===== src/rtl/clk_div_pkg.sv =====
// Shared types and defaults for the clk_div configuration controller.
// Holds the controller state encoding and the divider's default width/ratio.
package clk_div_pkg;

    localparam int DEF_W       = 8;
    localparam int DEF_DIV_RST = 5;

    typedef enum logic [1:0] {
        S_IDLE,
        S_WAIT_EDGE,
        S_SETTLE,
        S_DONE
    } clk_div_ctl_state_t;

endpackage


===== src/rtl/clk_div_ctl_rr_arb.sv =====
// N-bit round-robin arbiter, purely combinational.
// Grants the first set request at or after ptr, wrapping around.
module rr_arb #(
    parameter int N  = 4,
    parameter int IW = $clog2(N)
) (
    input  logic [N-1:0]  req,
    input  logic [IW-1:0] ptr,
    output logic [IW-1:0] gnt_id,
    output logic          valid
);

    // scan from farthest to nearest so the nearest hit wins last
    always_comb begin
        valid  = 1'b0;
        gnt_id = '0;
        for (int i = N - 1; i >= 0; i--) begin
            if (req[(int'(ptr) + i) % N]) begin
                valid  = 1'b1;
                gnt_id = IW'((int'(ptr) + i) % N);
            end
        end
    end

endmodule


===== src/rtl/clk_div_ctl.sv =====
// Shares one clk_div instance between N requesters: arbitrates ratio changes,
// applies them on a divided-clock falling edge and acks after a settle time.
module clk_div_ctl
    import clk_div_pkg::*;
#(
    parameter int W       = DEF_W,
    parameter int N       = 4,
    parameter int SETTLE  = 4,
    parameter int DIV_RST = DEF_DIV_RST
) (
    input  logic                 clk_i,
    input  logic                 rst_n_i,
    input  logic [N-1:0]         req_i,
    input  logic [N*W-1:0]       div_req_i,
    input  logic                 clk_div_i,
    output logic [W-1:0]         div_o,
    output logic [N-1:0]         ack_o,
    output logic                 err_o,
    output logic                 busy_o,
    output logic [$clog2(N)-1:0] cur_id_o
);

    localparam int IW = $clog2(N);
    localparam int CW = W + 2;
    localparam int SW = $clog2(SETTLE + 1);
    localparam logic [CW-1:0] TMO_MAX = CW'((1 << (W + 1)) - 1);
    localparam logic [SW-1:0] SET_MAX = SW'(SETTLE - 1);

    clk_div_ctl_state_t state;

    logic [IW-1:0] ptr;
    logic [IW-1:0] gnt_id;
    logic          gnt_vld;
    logic [W-1:0]  gnt_val;
    logic [W-1:0]  val_q;
    logic [CW-1:0] tmo_cnt;
    logic [SW-1:0] set_cnt;
    logic          clk_div_q;
    logic          fall;
    logic [IW-1:0] ptr_nxt;

    function automatic logic [N-1:0] onehot(input logic [IW-1:0] id);
        return N'(1) << id;
    endfunction

    rr_arb #(
        .N  (N),
        .IW (IW)
    ) u_arb (
        .req    (req_i),
        .ptr    (ptr),
        .gnt_id (gnt_id),
        .valid  (gnt_vld)
    );

    assign gnt_val = div_req_i[int'(gnt_id)*W +: W];
    assign fall    = clk_div_q & ~clk_div_i;
    assign ptr_nxt = (int'(cur_id_o) == N - 1) ? '0 : cur_id_o + 1'b1;

    // controller FSM with registered outputs, counters and edge detector
    always_ff @(posedge clk_i) begin
        if (!rst_n_i) begin
            state     <= S_IDLE;
            div_o     <= W'(DIV_RST);
            ack_o     <= '0;
            err_o     <= 1'b0;
            busy_o    <= 1'b0;
            cur_id_o  <= '0;
            ptr       <= '0;
            val_q     <= '0;
            tmo_cnt   <= '0;
            set_cnt   <= '0;
            clk_div_q <= 1'b0;
        end else begin
            clk_div_q <= clk_div_i;
            ack_o     <= '0;
            err_o     <= 1'b0;
            unique case (state)
                S_IDLE: begin
                    if (gnt_vld) begin
                        cur_id_o <= gnt_id;
                        val_q    <= gnt_val;
                        tmo_cnt  <= '0;
                        busy_o   <= 1'b1;
                        if (gnt_val == '0) begin
                            ack_o <= onehot(gnt_id);
                            err_o <= 1'b1;
                            state <= S_DONE;
                        end else if (gnt_val == div_o) begin
                            ack_o <= onehot(gnt_id);
                            state <= S_DONE;
                        end else begin
                            state <= S_WAIT_EDGE;
                        end
                    end
                end
                S_WAIT_EDGE: begin
                    // a stalled divider never falls, so the timeout forces it
                    if (fall || tmo_cnt == TMO_MAX) begin
                        div_o   <= val_q;
                        set_cnt <= '0;
                        state   <= S_SETTLE;
                    end else begin
                        tmo_cnt <= tmo_cnt + 1'b1;
                    end
                end
                S_SETTLE: begin
                    if (set_cnt == SET_MAX) begin
                        ack_o <= onehot(cur_id_o);
                        state <= S_DONE;
                    end else begin
                        set_cnt <= set_cnt + 1'b1;
                    end
                end
                S_DONE: begin
                    ptr    <= ptr_nxt;
                    busy_o <= 1'b0;
                    state  <= S_IDLE;
                end
                default: begin
                    busy_o <= 1'b0;
                    state  <= S_IDLE;
                end
            endcase
        end
    end

endmodule


===== config.mk =====
export PLATFORM = sky130hd
export DESIGN_NAME = clk_div_ctl
export DESIGN_NICKNAME = d
export VERILOG_FILES = /design/src/rtl/clk_div_pkg.sv /design/src/rtl/clk_div_ctl_rr_arb.sv /design/src/rtl/clk_div_ctl.sv
export SDC_FILE = /design/constraint.sdc
export NUM_CORES = 1
export LEC_CHECK = 0
export ABC_AREA = 1
export CORE_ASPECT_RATIO = 0.75
export CORE_MARGIN = 3
export CORE_UTILIZATION = 57
export CTS_BUF_LIST = sky130_fd_sc_hd__clkbuf_4 sky130_fd_sc_hd__clkbuf_8
export CTS_CLUSTER_DIAMETER = 80
export DETAILED_ROUTE_END_ITERATION = 8
export PLACE_DENSITY = 0.93
export SKIP_LAST_GASP = 1
export SYNTH_ARGS = -nofsm -noshare
export SYNTH_HDL_FRONTEND = slang
export SYNTH_SLANG_ARGS = --single-unit

===== constraint.sdc =====
create_clock -name clk_i -period 5.4 [get_ports clk_i]
set_input_delay 0.81 -clock clk_i [delete_from_list [all_inputs] [get_ports clk_i]]
set_output_delay 0.81 -clock clk_i [all_outputs]
set_load 0.01 [all_outputs]

==> key figures, run 1 <==
Status
  – Status: finished, final reports clean

Detailed routing
  – Iteration-0 DRC Markers: 232
  – Via/cell ratio: 5.390
  – Wire per inst: 13.09 µm
  – DRC: 0
  – Initial DRT Pass Iterations: 5
  – Final antenna-violating net count: 0
  – Vias: 2706
  – WL final: 6573 µm

Clocking
  – Clk sinks: 42
  – CTS tree: done
  – CTS buffer count: 5
  – Resized Gates After CTS: 0
  – Clock Path Buffers: 2
  – H-tree depth: 2
  – Hold Buf Count CTS: 0
  – Clock root cell: clkbuf_8
  – Worst-path clk slew: 80 ps
  – Worst-skew pair later-pin latency: 300 ps
  – Post-CTS Setup Inserts: 0

Floorplanning
  – Die W: 84.04 µm
  – Core Region: 4229 µm²
  – Starting Density: 0.6157
  – I/O pin count: 55
  – Num rows: 20
  – Die area: 5423 µm²
  – Die height: 64.53 µm

Place
  – Gpl congestion: 0.9462
  – Port Buf Inserts: 54
  – Post-DP HPWL: 4715 µm
  – Worst slack, placed: 1864 ps

Pwr
  – Clock Power Share: 0.211
  – P_int: 0.8028 mW
  – Sw frac: 0.4392
  – Net Sw Power: 0.6287 mW
  – Leakage power: 1.552 nW
  – Power Density: 437.4 nW/µm²
  – Sequential share of power: 0.289
  – Comb power frac: 0.500
  – Peak supply drop: 0.0002912 V
  – Tot Pwr: 1.432 mW

Critical path
  – Flop2flop setup slack: 2420 ps
  – RR Startpoint: ptr[0]
  – Crit-path max FO: 12
  – FF-to-FF End: ack_o[3]
  – Req. time, crit path: 5630 ps
  – Startpoint class of the critical path: input port
  – Critical Path AT: 3530 ps
  – R2R depth: 16
  – Crit path kind: input port to register
  – Critical path capture point type: register

STA
  – Tcrit/Tclk final: 0.6115
  – Peak Freq: 302.8 MHz
  – Final Hold Vio Count: 0
  – RSZ-0062 raised after global routing: no
  – Fin crit period: 3302 ps
  – Worst slew margin: 0.3749
  – Setup-failing EPs final: 0
  – Max Slew Vio Count: 0
  – Total Neg Setup Slack: 0 ps
  – Actual transition at the worst max-transition pin: 935.6 ps
  – Final Skew: 10.71 ps
  – Final setup margin: 2098 ps
  – Hold Slack: 477.9 ps

Yosys
  – Syn Inst Count: 396
  – Syn Nets: 446
  – Yosys cell types: 34
  – Number of synthesized register bits: 42
  – Synth warn: 0
  – Sequential area share after synthesis: 0.3229
  – Avg Inst Size Synth: 6.575 µm²
  – Post-Syn Area: 2604 µm²

Job
  – Max-cap viol count: 0

Global route
  – Antenna violations before repair: 0
  – GR Util All Layers: 0.2535
  – Grt total ovfl: 0
  – First-pass GRT wire length: 11320 µm
  – Vias in the first global route: 2488
  – Largest net degree at the start of global routing: 24

Final layout
  – Fill cells: 310
  – Fin nets: 496
  – Synth-to-Final Area Change: 25.71%
  – Reg area: 840.8 µm²
  – Multi-input logic area: 1501 µm²
  – Antenna diodes: 0
  – Layout cells sized above 1: 0.06935

Hold path
  – Origin of the worst min-delay path: set_cnt[2]
  – Min-delay worst type: register to register
  – Hold path cells: 2
  – Worst Hold End: set_cnt[2]
-- registers in the layout, indices dropped and copies added (netlist names) --
register / count
ack_o: 4
busy_o: 1
clk_div_q: 1
cur_id_o: 2
div_o: 8
err_o: 1
ptr: 2
set_cnt: 3
state: 2
tmo_cnt: 10
val_q: 8
-- cell usage in the layout (no fill, tap or decap), types with 3 or more instances in the layout --
cell type,instances
nand3b_1,7
a211oi_1,3
clkdlybuf4s50_1,54
dfxtp_1,42
nand2_2,5
o21ai_0,24
a21oi_1,28
inv_1,39
nor2_1,29
o211ai_1,3
nor3_1,5
clkbuf_8,5
inv_2,6
nand3_1,29
nand2_4,5
ha_1,11
nand2_1,131
-- per-stage QoR --
step	instance area, µm²	instances	utilization
2_1_floorplan	2604	396	-
3_3_place_gp	3136	494	0.7414
3_5_place_dp	3136	494	0.7414
4_1_cts	3273	502	0.7740
5_1_grt	3273	502	0.7740
6_report	3273	502	0.7740
-- routing by layer --
layer  track usage  routed length [µm]
met3       0.05718                 458
met1        0.3312                3006
met2        0.4114                2977
met4       0.09237                 130
met5             0                   0
-- final cells by class --
type                       instances  share of cell area
clock buffer                       5             0.02102
clock inverter                     3             0.02102
inverter                          47             0.05619
multi-input combinational        296              0.4587
sequential                        42              0.2569
tap                               55             0.02102
timing repair buffer              54              0.1651
-- worst max-delay path by stage --
stage,start,to,cells past startpoint
global route,req_i[2],ack_o[0],16
CTS,req_i[2],ack_o[3],16
global placement,req_i[2],ack_o[0],16
floorplan,req_i[1],ack_o[3],20
finish,req_i[2],ack_o[3],16
detailed placement,req_i[2],ack_o[3],16
-- Yosys cell counts --
cell,n,area (µm²)
clkinv_1,1,3.750
a21boi_1,1,7.510
nor2_1,29,108.9
nor3_1,5,25.02
o221ai_1,1,8.760
a211oi_1,3,22.52
nand2_8,1,20.02
buf_4,1,7.510
nor2_2,1,6.260
a21oi_1,28,140.1
inv_1,39,146.4
buf_2,2,10.01
inv_2,6,22.52
dfxtp_1,42,840.8
nand3b_1,7,52.55
nand2_1,131,491.7
nand2_4,5,56.30
clkbuf_1,4,15.01
or2_2,1,6.260
o21ai_1,2,10.01
inv_8,1,11.26
ha_1,11,137.6
o211a_1,2,20.02
nand2_2,5,31.28
a311oi_1,1,8.760
o21ai_0,24,120.1
a31oi_1,2,12.51
o211ai_1,3,22.52
and2_4,1,8.760
nand3_4,1,17.52
nand4_1,1,6.260
buf_6,4,45.04
a21o_4,1,15.01
nand3_1,29,145.1
-- power groups by stage --
stage	Combinational, mW	Clock (mW)	Sequential, mW
detailed placement	0.696	0	0.417
floorplan	0.552	0	0.410
CTS	0.710	0.303	0.412
global placement	0.672	0	0.414
finish	0.716	0.302	0.414
global route	0.816	0.314	0.420
-- cells by family (layout without fill, tap and decap cells) --
logic type,Yosys count,count (layout),share of synthesized area
and+or+nand+nor,217,217,0.3748
AOI/OAI and AO/OA,68,68,0.1490
buffers and inverters,58,109,0.1004
DFF,42,42,0.3229
adders and majority gates,11,11,0.05286
-- critical path, cell delays in order --
cell and delay (ps):
clkdlybuf4s50_1 440, inv_1 100, nand2_1 50, o21ai_0 120, o221ai_1 210, a21boi_1 750, nand2_1 180, nand2_1 190
nand2_1 80, nand2_1 60, nand2_1 50, nor2_1 90, nand2_1 80, nand2_2 100, nand3_1 90, a21oi_1 140
No activity file was read; power rests on OpenSTA's default activity.
==> inputs of run 2 (changes only) <==
CORE_UTILIZATION = 48   (was 57)
PLACE_DENSITY = 0.84   (was 0.93)
clock period = 2.9 ns   (was 5.4 ns; I/O delays follow)
==> key figures, run 2 (synthesis results as in run 1) <==
Detailed routing
  – WL final: 6626 µm
  – Metal3 WL: 327 µm
  – Wire per inst: 12.50 µm
  – Top layer used by detailed routing: met4
  – Initial DRT Pass Iterations: 4
  – Iteration-0 DRC Markers: 151
  – DR WL met2: 3010 µm
  – M1 wire length: 3183 µm
  – DRC: 0
  – Via/cell ratio: 5.111
  – Final antenna-violating net count: 0
  – Vias: 2709

STA
  – Final setup margin: 242.5 ps
  – Actual transition at the worst max-transition pin: 632.6 ps
  – Worst slew margin: 0.5778
  – Final Skew: 5.140 ps
  – Tcrit/Tclk final: 0.9164
  – Max Slew Vio Count: 0
  – RSZ-0062 raised after global routing: no
  – Peak Freq: 376.3 MHz
  – Setup-failing EPs final: 0
  – Fin crit period: 2657 ps
  – Final Hold Vio Count: 0

Place
  – Port Buf Inserts: 54
  – Post-DP HPWL: 4877 µm
  – Gpl congestion: 0.9242
  – Worst slack, placed: -103.4 ps

Critical path
  – Startpoint class of the critical path: input port
  – Req. time, crit path: 3130 ps
  – Critical Path AT: 2890 ps
  – Critical path capture point type: register
  – Crit path kind: input port to register
  – Crit-path max FO: 12

Global route
  – Vias in the first global route: 2572
  – Largest net degree at the start of global routing: 23
  – GR Util All Layers: 0.2063
  – First-pass GRT wire length: 11000 µm
  – Grt total ovfl: 0
  – Antenna violations before repair: 0

Floorplanning
  – Die area: 6354 µm²
  – Die W: 91.05 µm
  – Die height: 69.79 µm
  – Core Region: 5065 µm²
  – Num rows: 22
  – I/O pin count: 55
  – Starting Density: 0.5141

Pwr
  – P_int: 1.427 mW
  – Tot Pwr: 2.606 mW
  – Sequential share of power: 0.295
  – Net Sw Power: 1.180 mW
  – Comb power frac: 0.549
  – Sw frac: 0.4527
  – Peak supply drop: 0.0003479 V
  – Power Density: 774.7 nW/µm²
  – Leakage power: 1.590 nW
  – Clock Power Share: 0.156

Final layout
  – Utilization after layout: 0.6643
  – Fin nets: 507
  – Commonest non-fill, non-tap cell in the layout: nand2_1
  – Most frequent cells in the layout: 131 x nand2_1, 54 x clkdlybuf4s50_1, 41 x dfxtp_1
  – Max FFs per register: 10
  – Synth-to-Final Area Change: 29.22%
  – Antenna diodes: 0
  – Largest regs: tmo_cnt (10), div_o (8), val_q (8)
  – Layout cells sized above 1: 0.09607
  – Largest reg by FF count: tmo_cnt

Clocking
  – Worst-path clk slew: 80 ps
  – Hold Buf Count CTS: 0
  – Clk sinks: 42
  – Clock root cell: clkbuf_8
  – CTS tree: done
  – CTS buffer count: 5
  – Clock Path Buffers: 2
  – H-tree depth: 2
  – Worst-skew pair later-pin latency: 300 ps

Job
  – Max-cap viol count: 0

Hold path
  – Min-delay worst type: register to register

Status
  – Status: finished, final reports clean
run 2: changes by cell type in the layout (fill, tap and decap cells not counted), sizes merged:
| cell | delta |
|---|---|
| bufinv | -2 |
| nand2 | +1 |
| clkbuf | +1 |
| buf | +10 |
| clkinvlp | +1 |
run 2: final timing paths:
kind | startpoint | end | slack, ps | depth (start not counted)
worst max-delay path | req_i[3] | ack_o[3] | 240 | 19
worst min-delay path | set_cnt[2] | set_cnt[2] | 460 | 2
worst max register to register | ptr[0] | ack_o[3] | 420 | 18
worst min register to register | set_cnt[2] | set_cnt[2] | 460 | 2
run 2: layout make-up:
type,instances,area (µm²)
fill,427,1700
sequential,42,842.1
inverter,47,183.9
tap,72,90.09
multi-input combinational,297,1525
clock buffer,6,82.58
timing repair buffer,64,628.1
clock inverter,2,12.51
run 2: per-stage QoR:
| stage | TNS (ps) | hold slack (ps) | area, µm² | instances |
|---|---|---|---|---|
| finish | 0 | 464.6 | 3364 | 530 |
| global route | 0 | 500.6 | 3364 | 530 |
| CTS | 0 | 470.6 | 3312 | 527 |
| detailed placement | -316.5 | 456.4 | 3217 | 519 |
| global placement | 0 | 450.8 | 3217 | 519 |
| floorplan | 0 | 435.3 | 2604 | 396 |
run 2: power by group through the flow:
stage / logic (mW) / registers [mW] / clock network [mW]
after floorplan: 1.03 / 0.763 / 0
after global placement: 1.30 / 0.773 / 0
after detailed placement: 1.34 / 0.777 / 0
after CTS: 1.35 / 0.765 / 0.406
after global routing: 1.62 / 0.781 / 0.428
final: 1.43 / 0.769 / 0.407
run 2: timing repair:
item                                    CTS  global route
setup buffers                             0             2
gates resized for setup                   0             3
endpoints found under the hold margin     0             0
endpoints found under the setup margin    0             5
run 2: critical path: stages:
cell and delay [ps]:
clkdlybuf4s50_1 520, inv_1 50, nand2_1 90, nand3_1 130, nand2_1 80, inv_1 60
nand2_4 80, nand3_4 150, buf_12 190, nand3_1 80, nand2_1 60, nand2_1 70
nand2_1 80, buf_4 140, nor3_1 170, nand2_1 120, nand2_2 120, nand3_1 80
a21oi_1 170
run 2: metal layers:
metal	vias up	global-route usage
met4	0	0.07525
met1	1224	0.2849
met2	77	0.3181
met5	-	0
met3	11	0.04121
li1	1397	-
